## src/rtl/uart_pkg.sv

```systemverilog
// Shared UART definitions: the FSM state encoding, frame constants and the parity helper.
// The receive side imports this same package.
package uart_pkg;

  localparam int DATA_BITS = 8;

  typedef enum logic [2:0] {
    IDLE,
    START,
    DATA,
    PARITY,
    STOP,
    BREAK,
    BRK_GUARD
  } uart_state_t;

  // Odd parity: data plus the returned bit always holds an odd number of ones.
  function automatic logic odd_parity(input logic [DATA_BITS-1:0] data);
    return ~^data;
  endfunction

endpackage

```

## src/rtl/uart_tx_fifo.sv

```systemverilog
// Small synchronous FIFO. The pointers carry one extra wrap bit so that full and
// empty can be told apart. Read data is taken directly from the array, so a pop
// sees the head entry in the same cycle.
module uart_tx_fifo #(
  parameter int Width = 8,
  parameter int Depth = 4
) (
  input  logic                   Clk,
  input  logic                   Rst_n,
  input  logic                   push,
  input  logic [Width-1:0]       push_data,
  input  logic                   pop,
  output logic [Width-1:0]       pop_data,
  output logic                   full,
  output logic                   empty,
  output logic [$clog2(Depth):0] count
);

  localparam int AW = $clog2(Depth);

  logic [Width-1:0] mem [Depth];
  logic [AW:0]      wr_ptr_reg;
  logic [AW:0]      rd_ptr_reg;
  logic             do_push;
  logic             do_pop;

  // A write into a full FIFO or a read from an empty one is ignored.
  assign do_push  = push && !full;
  assign do_pop   = pop && !empty;
  assign empty    = (wr_ptr_reg == rd_ptr_reg);
  assign full     = (wr_ptr_reg[AW] != rd_ptr_reg[AW]) &&
                    (wr_ptr_reg[AW-1:0] == rd_ptr_reg[AW-1:0]);
  assign count    = wr_ptr_reg - rd_ptr_reg;
  assign pop_data = mem[rd_ptr_reg[AW-1:0]];

  // Storage array: no reset, contents are only meaningful between the pointers.
  always_ff @(posedge Clk) begin
    if (do_push) begin
      mem[wr_ptr_reg[AW-1:0]] <= push_data;
    end
  end

  // Pointer update; reset discards everything queued.
  always_ff @(posedge Clk or negedge Rst_n) begin
    if (!Rst_n) begin
      wr_ptr_reg <= '0;
      rd_ptr_reg <= '0;
    end else begin
      if (do_push) begin
        wr_ptr_reg <= wr_ptr_reg + 1'b1;
      end
      if (do_pop) begin
        rd_ptr_reg <= rd_ptr_reg + 1'b1;
      end
    end
  end

endmodule

```

## src/rtl/uart_tx_odd.sv

```systemverilog
// UART transmitter, 8 data bits LSB first, odd parity, one stop bit.
// A FIFO absorbs bursts from the producer; queued frames go out back-to-back.
// TX is registered from the current state, so it trails the FSM by one cycle.
module uart_tx_odd
  import uart_pkg::*;
#(
  parameter int BaudRate  = 4,
  parameter int FifoDepth = 4
) (
  input  logic                       Clk,
  input  logic                       Rst_n,
  input  logic [DATA_BITS-1:0]       tx_data,
  input  logic                       tx_valid,
  output logic                       tx_ready,
  input  logic                       break_req,
  output logic                       TX,
  output logic                       busy,
  output logic [$clog2(FifoDepth):0] fifo_count
);

  localparam int          BitIdxW  = $clog2(DATA_BITS);
  localparam logic [15:0] BaudLast = 16'(2 * BaudRate - 1);
  localparam logic [BitIdxW-1:0] LastBit = BitIdxW'(DATA_BITS - 1);

  uart_state_t            state_reg,    state_next;
  logic [15:0]            baud_cnt_reg, baud_cnt_next;
  logic [BitIdxW-1:0]     bit_idx_reg,  bit_idx_next;
  logic [DATA_BITS-1:0]   shreg_reg,    shreg_next;
  logic                   parity_reg,   parity_next;
  logic                   tx_next;
  logic                   baud_wrap;

  logic                   fifo_push;
  logic                   fifo_pop;
  logic                   fifo_full;
  logic                   fifo_empty;
  logic [DATA_BITS-1:0]   fifo_rd_data;

  assign tx_ready  = !fifo_full;
  assign fifo_push = tx_valid && tx_ready;
  assign busy      = (state_reg != IDLE) || !fifo_empty;
  assign baud_wrap = (baud_cnt_reg == BaudLast);

  uart_tx_fifo #(
    .Width (DATA_BITS),
    .Depth (FifoDepth)
  ) u_fifo (
    .Clk       (Clk),
    .Rst_n     (Rst_n),
    .push      (fifo_push),
    .push_data (tx_data),
    .pop       (fifo_pop),
    .pop_data  (fifo_rd_data),
    .full      (fifo_full),
    .empty     (fifo_empty),
    .count     (fifo_count)
  );

  // Next-state logic: frame sequencing, FIFO pops and shift-register loading.
  always_comb begin
    state_next   = state_reg;
    bit_idx_next = bit_idx_reg;
    shreg_next   = shreg_reg;
    parity_next  = parity_reg;
    fifo_pop     = 1'b0;

    case (state_reg)
      IDLE: begin
        if (break_req) begin
          state_next = BREAK;
        end else if (!fifo_empty) begin
          fifo_pop   = 1'b1;
          state_next = START;
        end
      end
      START: begin
        if (baud_wrap) begin
          state_next   = DATA;
          bit_idx_next = '0;
        end
      end
      DATA: begin
        if (baud_wrap) begin
          shreg_next = {1'b0, shreg_reg[DATA_BITS-1:1]};
          if (bit_idx_reg == LastBit) begin
            state_next = PARITY;
          end else begin
            bit_idx_next = bit_idx_reg + 1'b1;
          end
        end
      end
      PARITY: begin
        if (baud_wrap) begin
          state_next = STOP;
        end
      end
      STOP: begin
        // Chaining straight into the next START keeps queued frames gap-free;
        // a pending break lets the current frame finish and then takes over via IDLE.
        if (baud_wrap) begin
          if (!fifo_empty && !break_req) begin
            fifo_pop   = 1'b1;
            state_next = START;
          end else begin
            state_next = IDLE;
          end
        end
      end
      BREAK: begin
        if (!break_req) begin
          state_next = BRK_GUARD;
        end
      end
      BRK_GUARD: begin
        if (baud_wrap) begin
          state_next = IDLE;
        end
      end
      default: begin
        state_next = IDLE;
      end
    endcase

    if (fifo_pop) begin
      shreg_next  = fifo_rd_data;
      parity_next = odd_parity(fifo_rd_data);
    end
  end

  // Bit-period timer: restarts on every state change so each state gets a full period.
  always_comb begin
    baud_cnt_next = baud_cnt_reg + 16'd1;
    if (state_reg == IDLE || state_next != state_reg || baud_wrap) begin
      baud_cnt_next = '0;
    end
  end

  // Line level for the current state.
  always_comb begin
    tx_next = 1'b1;
    case (state_reg)
      IDLE:      tx_next = 1'b1;
      START:     tx_next = 1'b0;
      DATA:      tx_next = shreg_reg[0];
      PARITY:    tx_next = parity_reg;
      STOP:      tx_next = 1'b1;
      BREAK:     tx_next = 1'b0;
      BRK_GUARD: tx_next = 1'b1;
      default:   tx_next = 1'b1;
    endcase
  end

  // State and datapath registers; reset aborts any frame in flight at once.
  always_ff @(posedge Clk or negedge Rst_n) begin
    if (!Rst_n) begin
      state_reg    <= IDLE;
      baud_cnt_reg <= '0;
      bit_idx_reg  <= '0;
      shreg_reg    <= '0;
      parity_reg   <= 1'b0;
      TX           <= 1'b1;
    end else begin
      state_reg    <= state_next;
      baud_cnt_reg <= baud_cnt_next;
      bit_idx_reg  <= bit_idx_next;
      shreg_reg    <= shreg_next;
      parity_reg   <= parity_next;
      TX           <= tx_next;
    end
  end

endmodule

```

## config.mk

```make
export PLATFORM = sky130hd
export DESIGN_NAME = uart_tx_odd
export DESIGN_NICKNAME = d
export VERILOG_FILES = /design/src/rtl/uart_pkg.sv /design/src/rtl/uart_tx_fifo.sv /design/src/rtl/uart_tx_odd.sv
export SDC_FILE = /design/constraint.sdc
export NUM_CORES = 1
export LEC_CHECK = 0
export ABC_AREA = 1
export ABC_CLOCK_PERIOD_IN_PS = 2500
export CAP_MARGIN = 20
export CORE_MARGIN = 1
export CORE_UTILIZATION = 56
export CTS_BUF_LIST = sky130_fd_sc_hd__clkbuf_2
export DETAILED_ROUTE_END_ITERATION = 8
export PLACE_DENSITY = 0.85
export SYNTH_ARGS = -nofsm -noshare
export SYNTH_HDL_FRONTEND = slang
export SYNTH_HIERARCHICAL = 1
export SYNTH_SLANG_ARGS = --single-unit
export TNS_END_PERCENT = 10
```

## constraint.sdc

```tcl
create_clock -name Clk -period 2.5 [get_ports Clk]
set_clock_uncertainty 0.1 [all_clocks]
set_input_delay 0.5 -clock Clk [delete_from_list [all_inputs] [get_ports Clk]]
set_output_delay 0.5 -clock Clk [all_outputs]
set_load 0.1 [all_outputs]
```

# ---- Word level (Yosys, flattened, before mapping)
# Memory sizes are Yosys's and may differ from the RTL's.
# Cells that the tools add are included.
dict set report classes {
  addsub 5
  eq_ne 15
  mux 27
  n_reduce_logical 20
}
# operator count
set ops {}
lappend ops {{$mux W3} 12}
lappend ops {{$mux W8} 3}
lappend ops {{$pmux W3 S7} 1}
lappend ops {{$add A16 B1 Y16 const B} 1}
lappend ops {{$eq A16 B3 Y1 const B} 1}
lappend ops {{$mux W16} 1}
lappend ops {{$eq A3 B3 Y1 const B} 4}
lappend ops {{$add A3 B1 Y3 const B} 3}
lappend ops {{$reduce_xnor A8 Y1} 1}
lappend ops {{$mux W1} 7}
lappend ops {{$eq A3 B2 Y1 const B} 2}
lappend ops {{$ne A2 B2 Y1 const B} 3}
lappend ops {{$pmux W3 S2} 1}
lappend ops {{$reduce_bool A2 Y1} 3}
lappend ops {{$logic_and A1 B1 Y1} 5}
lappend ops {{$reduce_and A4 Y1} 1}
lappend ops {{$eq A3 B1 Y1 const B} 1}
lappend ops {{$eq A3 B3 Y1} 1}
lappend ops {{$logic_not A1 Y1} 3}
lappend ops {{$logic_not A3 Y1} 1}
lappend ops {{$logic_or A1 B1 Y1} 3}
lappend ops {{$ne A3 B3 Y1} 1}
lappend ops {{$pmux W1 S3} 1}
lappend ops {{$reduce_bool A3 Y1} 1}
lappend ops {{other kinds (6)} 6}
dict set report totals {
  register_bits 38
  ramBits 32
  inputBits 12
  output_inout_bits 6
  word_cells 76
  n_memories 1
}
# memory words word_bits rd rd_ports_with_merged_regs wr line_no
set mem_list {}
lappend mem_list {u_fifo.mem 4 8 1 0 1 uart_tx_fifo.sv:21} ;# logic [Width-1:0] mem [Depth];

# ---- Logic depth before layout (Yosys ltp)
# Gate-level depths: netlist (run 1).
dict set report logic_depth {
  word_depth 10
  mapped_depth 13
  depth_no_buf 12
}

# ---- Hierarchy
# The synthesis (run 1) kept the hierarchy.
# mod n_inst cells_per_inst area_per_inst_um2 seq_area_each_um2
set modules_own_cells {}
lappend modules_own_cells {uart_tx_odd 1 237 2048.2 802.0}
lappend modules_own_cells {uart_tx_fifo 1 141 1692.9 1111.1}

# ---- Least setup slack after synthesis (run 1)
# OpenSTA, ideal clock, no wires.
dict set report synth_timing {
  kind {register to output}
  start {register u_fifo.wr_ptr_reg[0]}
  end {output port fifo_count[2]}
  t_arrival_ns 2.642
  required_ns 1.900
  setup_slack_ns -0.742
  path_stages_with_launch 6
  path_buffers 0
  path_cell_list {dfrtp_1 inv_1 ha_1 inv_1 fa_1 xnor2_1}
}
dict set report synth_via {
  elab_chain_len 1
}
# element line_no
set synth_rtl {}
lappend synth_rtl {{start, declared} uart_tx_fifo.sv:22} ;# logic [AW:0] wr_ptr_reg;
lappend synth_rtl {{start signal, assigned} uart_tx_fifo.sv:50} ;# wr_ptr_reg <= wr_ptr_reg + 1'b1;
lappend synth_rtl {{$sub A3 B3 Y3} uart_tx_fifo.sv:33} ;# assign count = wr_ptr_reg - rd_ptr_reg;
lappend synth_rtl {{end, declared} uart_tx_odd.sv:18} ;# output logic [$clog2(FifoDepth):0] fifo_count
# No other way between the ends.

# ---- Worst setup path after layout (run 1)
# Ends and elaborated chain as after synthesis.

==> results of run 1 <==
[placed cells by master, fill, tap and decap left out, drive strengths merged]
master,synthesis,final
a21oi,2,2
a22o,2,2
and3,1,1
buf,10,23
clkbuf,0,9
clkdlybuf4s50,0,10
clkinv,2,3
clkinvlp,0,2
dfrtp,37,37
dfstp,1,1
dlygate4sd3,0,1
edfxtp,32,32
fa,1,1
ha,10,10
inv,42,46
nand2,65,65
nand3,40,40
nand4,6,6
nor2,63,63
nor3,4,4
nor4,4,4
o2111ai,1,1
o211ai,2,2
o21a,1,1
o21ai,19,19
o22ai,8,8
o311ai,1,1
o31ai,2,2
xnor2,8,8
xor2,14,14
[worst paths after layout]
kind                                             startpoint                                to  depth (start not counted)
max                        u_fifo/wr_ptr_reg[0]$_DFFE_PN0P_                     fifo_count[2]                          6
min                               baud_cnt_reg[0]$_DFF_PN0_         baud_cnt_reg[0]$_DFF_PN0_                          1
max reg2reg                u_fifo/rd_ptr_reg[0]$_DFFE_PN0P_            parity_reg$_DFFE_PN0P_                          9
min reg2reg                       baud_cnt_reg[0]$_DFF_PN0_         baud_cnt_reg[0]$_DFF_PN0_                          1
max in group asynchronous                             Rst_n  u_fifo/wr_ptr_reg[1]$_DFFE_PN0P_                          2
min in group asynchronous                             Rst_n         baud_cnt_reg[4]$_DFF_PN0_                          2
[cell families (layout without fill, tap and decap cells)]
logic type,Yosys count,count (layout)
XOR/XNOR,22,22
AO/OA/AOI/OAI,38,38
buffers and inverters,54,94
flip-flops,70,70
AND/OR/NAND/NOR,183,183
adder cells (fa/ha/maj),11,11
[critical path, stage by stage, from the launching register on]
cell and delay, ps:
dfrtp_1 430, inv_2 80, ha_4 120, inv_2 30, fa_2 390, xnor2_4 190
buf_12 190
[cell type report]
class | count | area share (%)
Multi-Input combinational cell | 254 | 38.1
Timing Repair Buffer | 34 | 8.12
Inverter | 44 | 4.10
Clock inverter | 7 | 1.44
Sequential cell | 70 | 44.9
Clock buffer | 9 | 1.06
Tap cell | 77 | 2.26
[routing by layer]
metal | vias to the layer above | routed length (um) | global-route usage (%)
met5 | - | 0 | 0
met4 | 0 | 145 | 9.71
met3 | 14 | 195 | 5.04
met2 | 57 | 3370 | 35.6
met1 | 1284 | 3160 | 27.0
li1 | 1323 | - | -
[power groups by stage]
stage / Sequential [W] / Combinational (W) / Clock, W
6_report: 0.00169 / 0.00318 / 0.000613
5_1_grt: 0.00172 / 0.00342 / 0.000679
4_1_cts: 0.00168 / 0.00307 / 0.000626
3_5_place_dp: 0.00172 / 0.00294 / 0
3_3_place_gp: 0.00171 / 0.00288 / 0
2_1_floorplan: 0.00171 / 0.00228 / 0
[through the flow]
step	hold slack [ps]	cells	power, W	utilization, %
after floorplan	104	378	0.00398	-
after global placement	339	472	0.00458	63.3
after detailed placement	381	472	0.00466	63.3
after CTS	406	492	0.00538	66.0
after global routing	430	495	0.00582	66.8
final	408	495	0.00548	66.8
[what timing repair did]
action                                 4_1_cts  5_1_grt
endpoints found under the hold margin       37        0
setup endpoints to repair                    4        4
gates resized for setup                     11        8
cloned                                       0        0
pin swaps                                    3        4
hold buffers                                 1        0
setup buffers                                3        3
==> metrics.txt, run 1 <==
status=finished, violations left; failing checks=negative setup slack; CTS tree=yes; Peak VDD IR=1180 uV; number of global-route vias before repair=2681; RD Place Congestion=0.832; crit share post-route=102%; Setup crit start kind=flip-flop; Final Cell Area=4270 um2; final worst-path setup slack=-47.1 ps; Post-DRT Antenna Nets=0; Clock Latency Late Sink=520 ps; max FFs per register=32; standard-cell row count=29; # DRC=0; max_cap viols=0; Critical Path Fanout Max=2; Synth Area in XOR/XNOR=5.15%; Max-slew headroom=44.7%; Primary FF master, synth=dfrtp_1; count of flip-flops with a built-in enable after synthesis=32; Psw=0.00265 W; pin count of the biggest net entering global routing=39; main combinational cell family by area after synthesis=simple AND/OR/NAND/NOR gates; TritonCTS Sinks=70; Initial DRC Count=129; pre-CTS setup slack=307 ps; antenna cells=0; WL/cell=13.9 um; Die Span Y=83.7 um; Slew Viols, Final=0; HP Class=flip-flop to flip-flop; cell type with the largest total area after synthesis=edfxtp_1; Pre-antenna DRT Iters=4; Initial Util=58.6%; Cell Int Power=0.00283 W; H-tree depth=3; Die Outline Area=7010 um2; Netlist Area Pre-Place=3740 um2; CTS Buf Count=9; setup TNS=-55.8 ps; Sw Ratio=48.4%; CTS Root Cell=clkbuf_2; clock network power share=11.2%; simple-gate share of the synthesized area=26.6%; P&R area growth vs syn=14.1%; Worst-path clk slew=220 ps; GRT Total Usage=21.6%; final worst path period need=2550 ps; vias=2678; unrepaired setup endpoints after global routing=yes; Max Clock Freq=393 MHz; worst slew pin tran=830 ps; routed vias/inst=5.41; mux contribution to synthesized area=0%; area share of the largest cell type after synthesis=25.7%; Syn Nets=401; CP endpoint kind=output pin; I/O Buffers=17; Setup-failing EPs final=2; first-pass GRT wire length=11.8 mm; combinational cell fraction of total power=57.9%; register area=1920 um2; dpl hpwl=4.77 mm; Worst EP required=1900 ps; io pins=18; power density over the cells=1280 nW/um2; Synth Area in Adders=3.88%; GRT overflow=0; Yosys reg bits=70; post-synthesis sequential area ratio=51.1%; type of the worst setup path=flip-flop to output pin; placed cell area=4050 um2; Post-Syn Instances=378; reg2reg setup slack=390 ps; part of the power in registers=30.9%; fin nets=436; yosys synthesis warning count=6; synth unique cells=42; top-count cell post-synth=nand2_1; drt total wl=6.87 mm; Die X=83.7 um; Fin. Hold Viols=0; Avg Synthesized Cell Area=9.90 um2; largest cells by area after synthesis=edfxtp_1 (26%), dfrtp_1 (25%), nand2_1 (5.5%); Post-synth top cells=nand2_1 (55), nor2_1 (44), dfrtp_1 (37), inv_1 (36), nand3_1 (36); Synth async-reset ratio=54.3%; initial antenna violation count=0; CTS max path bufs=2; Leak=1.80 nW; area of the core=6390 um2; layout cells sized above 1=23.0%; fill count=500; Multi-input gate area=1630 um2; Worst EP arrival=1950 ps; Synth Area in Compound Gates=6.09%
Note: power is estimated with default switching activity, not from simulation.
==> inputs of run 2 (changes only) <==
--- a/config.mk
+++ b/config.mk
@@ -12,6 +12,7 @@
 export CORE_UTILIZATION = 56
 export CTS_BUF_LIST = sky130_fd_sc_hd__clkbuf_2
 export DETAILED_ROUTE_END_ITERATION = 8
+export HOLD_SLACK_MARGIN = 0.1
 export PLACE_DENSITY = 0.85
 export SYNTH_ARGS = -nofsm -noshare
 export SYNTH_HDL_FRONTEND = slang
==> results of run 2 <==
Final layout, timing and power as in run 1 (identical DEF).
==> patch 1: new RTL, flow settings as in run 2 <==
Encoding of `uart_state_t`: now one-hot (7 bits for 7 states).
--- a/src/rtl/uart_pkg.sv
+++ b/src/rtl/uart_pkg.sv
@@ -4,14 +4,14 @@
 
   localparam int DATA_BITS = 8;
 
-  typedef enum logic [2:0] {
-    IDLE,
-    START,
-    DATA,
-    PARITY,
-    STOP,
-    BREAK,
-    BRK_GUARD
+  typedef enum logic [6:0] {
+    IDLE      = 7'b0000001,
+    START     = 7'b0000010,
+    DATA      = 7'b0000100,
+    PARITY    = 7'b0001000,
+    STOP      = 7'b0010000,
+    BREAK     = 7'b0100000,
+    BRK_GUARD = 7'b1000000
   } uart_state_t;
 
   // Odd parity: data plus the returned bit always holds an odd number of ones.
Behaviour: same outputs for any inputs over 10 cycles, from zero or initial values and one cycle with Rst_n low; not proved beyond that.
==> patch 1 against run 2 <==
The run still ends with negative setup slack left. Final cell count grew 18%. Synthesized area rose by 10%. Routed wire length increased by 20%. First-iteration DRC count decreased by 12%. Total power is 5.2% higher. Synthesized cell count increased by 16%. Critical path depth shrank 1. Sequential cell count is 4 higher. Final area increased by 12%. Register-to-register slack worse by 430 ps. Clock power up 6.0%. Setup slack worse by 66 ps. Largest cell class unchanged.
==> patch 1: results (changes against run 2) <==
| Metric | Value |
|---|---|
| Final Setup Violations | 12 (+10) |
| Final worst slack | -113.1 ps (-65.92 ps) |
| CP top delay family | flip-flops |
| Post-synthesis area per instance | 9.374 um^2 (-5.3%) |
| VDD IR-drop max | 0.001371 V (+16%) |
| Register area | 2014 um^2 (+5.2%) |
| Post-synth cell types | 41 (-2.4%) |
| Post-Synth Adder-Cell Area | 0.03527 (-0.003527) |
| Arr. time, crit path | 2010 ps (+60 ps) |
| Layout filler cell count | 536 (+7.2%) |
| Max reg flops | 32 (unchanged) |
| Dpl cells | 560 (+19%) |
| Seq/Total Area, Yosys | 0.4895 (-0.02186) |
| Initial DRC Count | 114 (-12%) |
| Internal | 3037 uW (+7.3%) |
| Placed inst area | 4521 um^2 (+12%) |
| CP max FO | 9 (+7) |
| WL/cell | 14.04 um (+1.1%) |
| Largest net degree at the start of global routing | 43 (+10%) |
| Pre-CTS setup slack | 51.84 ps (-255.2 ps) |
| DRT Pass-1 Iters | 6 (+2) |
| Gpl congestion | 0.9805 (+18%) |
| Post-detail-place hpwl | 5.695 mm (+19%) |
| Syn Nets | 462 (+15%) |
| Worst-Margin Slew | 543.7 ps (-285.9 ps) |
| First-pass GRT wire length | 13.81 mm (+17%) |
| Synth area leaders | dfrtp_1, edfxtp_1, nand2_1, o21ai_0, nor2_1 |
| Drt total wl | 8.226 mm (+20%) |
| Vias per std cell | 5.352 (-1.1%) |
| Failing checks | negative setup slack |
| Fraction of layout cells with a size suffix above 1 | 0.2673 (+0.03768) |
| Leak | 0.002066 uW (+15%) |
| Gr usage total | 0.2380 (+0.02232) |
| Post-synth ARST share | 0.5676 (+0.02471) |
| Vias in the first global route | 3072 (+15%) |
| # nets final | 508 (+17%) |
| Post-synthesis xor/xnor area fraction | 0.04044 (-0.01107) |
| Run status | finished, violations left |
patch 1: changes by cell type in the layout (fill, tap and decap cells not counted), sizes merged, moves of 4 or more:
cell	before	now
o21ai	19	42
nor2	63	75
nand2	65	87
inv	46	59
nand3	40	29
xor2	14	10
buf	23	31
patch 1: layout make-up:
class	instances	area share
sequential	74	0.4227
multi-input combinational	303	0.3933
timing repair buffer	42	0.09031
inverter	55	0.04437
tap	96	0.02520
clock inverter	7	0.01470
clock buffer	9	0.009451
patch 1: path summary, 6_finish.rpt:
check | startpoint | to | slack [ps] | depth (start not counted)
setup / recovery | u_fifo/rd_ptr_reg[1] | fifo_count[2] | -110 | 5
hold / removal | baud_cnt_reg[0] | baud_cnt_reg[0] | 380 | 1
setup reg to reg | u_fifo/wr_ptr_reg[0] | u_fifo/mem[2][5] | -40 | 16
hold reg to reg | baud_cnt_reg[0] | baud_cnt_reg[0] | 380 | 1
max in group asynchronous | Rst_n | shreg_reg[0] | 1470 | 3
min in group asynchronous | Rst_n | state_reg[4] | 430 | 3
patch 1: what timing repair did:
| item | 4_1_cts | 5_1_grt |
|---|---|---|
| hold endpoints to repair | 40 | 0 |
| resized for setup | 7 | 13 |
| pin swaps | 3 | 1 |
| hold buffers | 1 | 0 |
| setup buffers | 10 | 0 |
| setup endpoints to repair | 4 | 30 |
patch 1: metal layers:
metal  track usage  routed length [um]  up-vias
li1              -                   -     1559
met1        0.2921                3494     1475
met2        0.4052                4183       87
met3       0.05938                 382       15
met4       0.09091                 167        0
met5             0                   0        -
patch 1: power groups by stage:
stage,sequential [uW],clock [uW],combinational (uW)
3_5_place_dp,1710,0,3170
2_1_floorplan,1750,0,2280
6_report,1690,650,3430
4_1_cts,1690,657,3330
5_1_grt,1720,719,3680
3_3_place_gp,1690,0,3090
==> patch 2: new RTL, config.mk and constraints of run 2 <==
Made on the original files. Change the package constant `DATA_BITS` from 8 to 32.
--- a/src/rtl/uart_pkg.sv
+++ b/src/rtl/uart_pkg.sv
@@ -2,7 +2,7 @@
 // The receive side imports this same package.
 package uart_pkg;
 
-  localparam int DATA_BITS = 8;
+  localparam int DATA_BITS = 32;
 
   typedef enum logic [2:0] {
     IDLE,
Interface: changed (resized tx_data); port bits go from 18 to 42. The function was not compared with the original's and may differ.
==> patch 2 against run 2 <==
Sequential power rose to 2.8 times the old value. First-iteration DRC count grew to 4.5 times the old value. Fmax shrank 11%. Setup slack lost 310 ps. Critical endpoint unchanged. Final area increased by 140%. Total power is 140% higher. The run still ends with negative setup slack left. Non-clock buffer count is 40 higher. Sequential cell count is 122 higher. Routed wire length grew to 2.7 times the old value. Synthesized area grew 140%. Clock power is 130% higher. Largest power group unchanged.
==> patch 2: results (changes against run 2) <==
| Metric | Value |
|---|---|
| Run status | finished, violations left |
| Failing checks | negative setup slack |
| CP max FO | 4 (+2) |
| WHS | 209.7 ps (-198.7 ps) |
| Gpl congestion | 0.8615 (+3.6%) |
| Top post-synthesis cells by count | nand2_1, edfxtp_1, nor2_1 |
| Startpoint of the worst hold path | tx_data[26] |
| FF-to-FF End | parity_reg |
| Drt total wl | 18.54 mm (+170%) |
| R2r setup slk | 80 ps (-310 ps) |
| Reg2Reg Depth | 16 (+7) |
| Final Setup Violations | 4 (+2) |
| Routing usage on met3 | 0.04583 (-0.004615) |
| Main synth FF type | edfxtp_1 |
| # nets final | 1032 (+140%) |
| VDD IR-drop max | 0.0007567 V (-36%) |
| CTS Buf Count | 17 (+8) |
| Clock transition at the registers of the reported paths | 290 ps (+70 ps) |
| First-pass GRT wire length | 30.69 mm (+160%) |
| Worst flop-to-flop path startpoint | u_fifo/rd_ptr_reg[0] |
| DRT Pass-1 Iters | 7 (+3) |
| Worst-Margin Slew | 519.7 ps (-309.9 ps) |
| CTS root buffer | clkbuf_2 |
| Gr usage total | 0.2400 (+0.02438) |
| Arr. time, crit path | 2260 ps (+310 ps) |
| Post-synth cell types | 38 (-9.5%) |
| Fraction of layout cells with a size suffix above 1 | 0.1413 (-0.08838) |
| Largest net degree at the start of global routing | 65 (+67%) |
| Syn Nets | 971 (+140%) |
| Seq/Total Area, Yosys | 0.6010 (+0.08962) |
| DR vias | 6646 (+150%) |
| Post-synth ARST share | 0.3333 (-0.2095) |
| Initial DRC Count | 579 (+350%) |
| H-tree depth | 4 (+1) |
| Final worst slack | -357.4 ps (-310.2 ps) |
| Worst-skew pair later-pin latency | 780 ps (+260 ps) |
| Synth area leaders | edfxtp_1, dfrtp_1, nand2_1, nor2_1, nand3_1 |
| Max cap viols | 0 (unchanged) |
| Post-detail-place hpwl | 12.19 mm (+160%) |
| Clk buf depth | 2 (unchanged) |
| Worst Hold Path Cells | 1 (unchanged) |
| M1 GR Usage | 0.3053 (+0.03525) |
| Hold endpoint | u_fifo/mem[1][26] |
| Initial antenna violation count | 1 (+1) |
| Layout filler cell count | 1213 (+140%) |
| Vias in the first global route | 6413 (+140%) |
| Internal | 7056 uW (+150%) |
| Design Area, Final | 10270 um^2 (+140%) |
| Max reg flops | 128 (+300%) |
| GRT met2 Usage | 0.4013 (+0.04508) |
| Hold Crit Class | in2reg |
| Number of flops mapped to enable cells by yosys | 128 (+300%) |
| Leak | 0.004270 uW (+140%) |
| Port Buffers | 41 (+24) |
| Synth warnings | 6 (unchanged) |
==> patch 2: what timing repair did <==
action	4_1_cts	5_1_grt
gates resized for setup	10	9
hold endpoints to repair	64	0
setup endpoints to repair	5	7
setup buffers	2	0
hold buffers	2	0
pin swaps	2	0
==> patch 2: worst max-delay path by stage <==
stage	startpoint	to	slack, ps	cells past startpoint
2_1_floorplan	u_fifo/wr_ptr_reg[0]	fifo_count[2]	-130	5
3_3_place_gp	u_fifo/rd_ptr_reg[0]	parity_reg	230	17
3_5_place_dp	u_fifo/rd_ptr_reg[0]	parity_reg	110	17
4_1_cts	u_fifo/wr_ptr_reg[0]	fifo_count[2]	-400	6
5_1_grt	u_fifo/wr_ptr_reg[0]	fifo_count[2]	-470	6
6_report	u_fifo/wr_ptr_reg[0]	fifo_count[2]	-360	6
==> patch 2: area by class of cell <==
cell class                      count  area share
Timing Repair Buffer               74     0.07964
Antenna cell                        1   0.0002435
Tap cell                          216     0.02630
Inverter                           83     0.03117
Clock buffer                       17    0.008281
Multi-Input combinational cell    617      0.3120
Sequential cell                   192      0.5302
Clock inverter                     15     0.01218
==> patch 2: logic make-up after synthesis <==
family                   Yosys count  synth area share
XOR/XNOR                          22           0.02126
AND/OR/NAND/NOR                  454            0.2155
buffers and inverters            115           0.05840
AO/OA/AOI/OAI                    130           0.08781
flip-flops                       192            0.6010
adder cells (fa/ha/maj)           11           0.01602
==> patch 2: worst max-delay path, cell delays in order, from the launching register on <==
cell and delay (ps):
dfrtp_1 460, inv_2 110, ha_4 140, inv_2 30, fa_2 340, xnor2_2 190, buf_12 200
==> patch 2: metrics by stage <==
step | setup TNS (ps) | utilization | setup slack (ps) | instances
floorplan | -134.2 | - | -134.2 | 924
global placement | 0 | 0.6287 | 231.8 | 1178
detailed placement | 0 | 0.6287 | 107.7 | 1178
CTS | -1270 | 0.6467 | -404.2 | 1214
global route | -1704 | 0.6492 | -469.4 | 1215
finish | -1052 | 0.6492 | -357.4 | 1215
==> patch 2: layer usage <==
layer	wire length, um	share of wire	up-vias
met5	0	0	-
met4	402	0.022	0
met3	920	0.050	35
met2	9277	0.50	205
met1	7941	0.43	3186
li1	-	-	3220
==> patch 2: power groups by stage <==
stage          clock network [uW]  logic (uW)  registers, uW
6_report                     1410        7250           4660
5_1_grt                      1570        8010           4730
4_1_cts                      1440        7160           4650
3_5_place_dp                    0        7020           4710
3_3_place_gp                    0        6710           4690
2_1_floorplan                   0        5080           4680
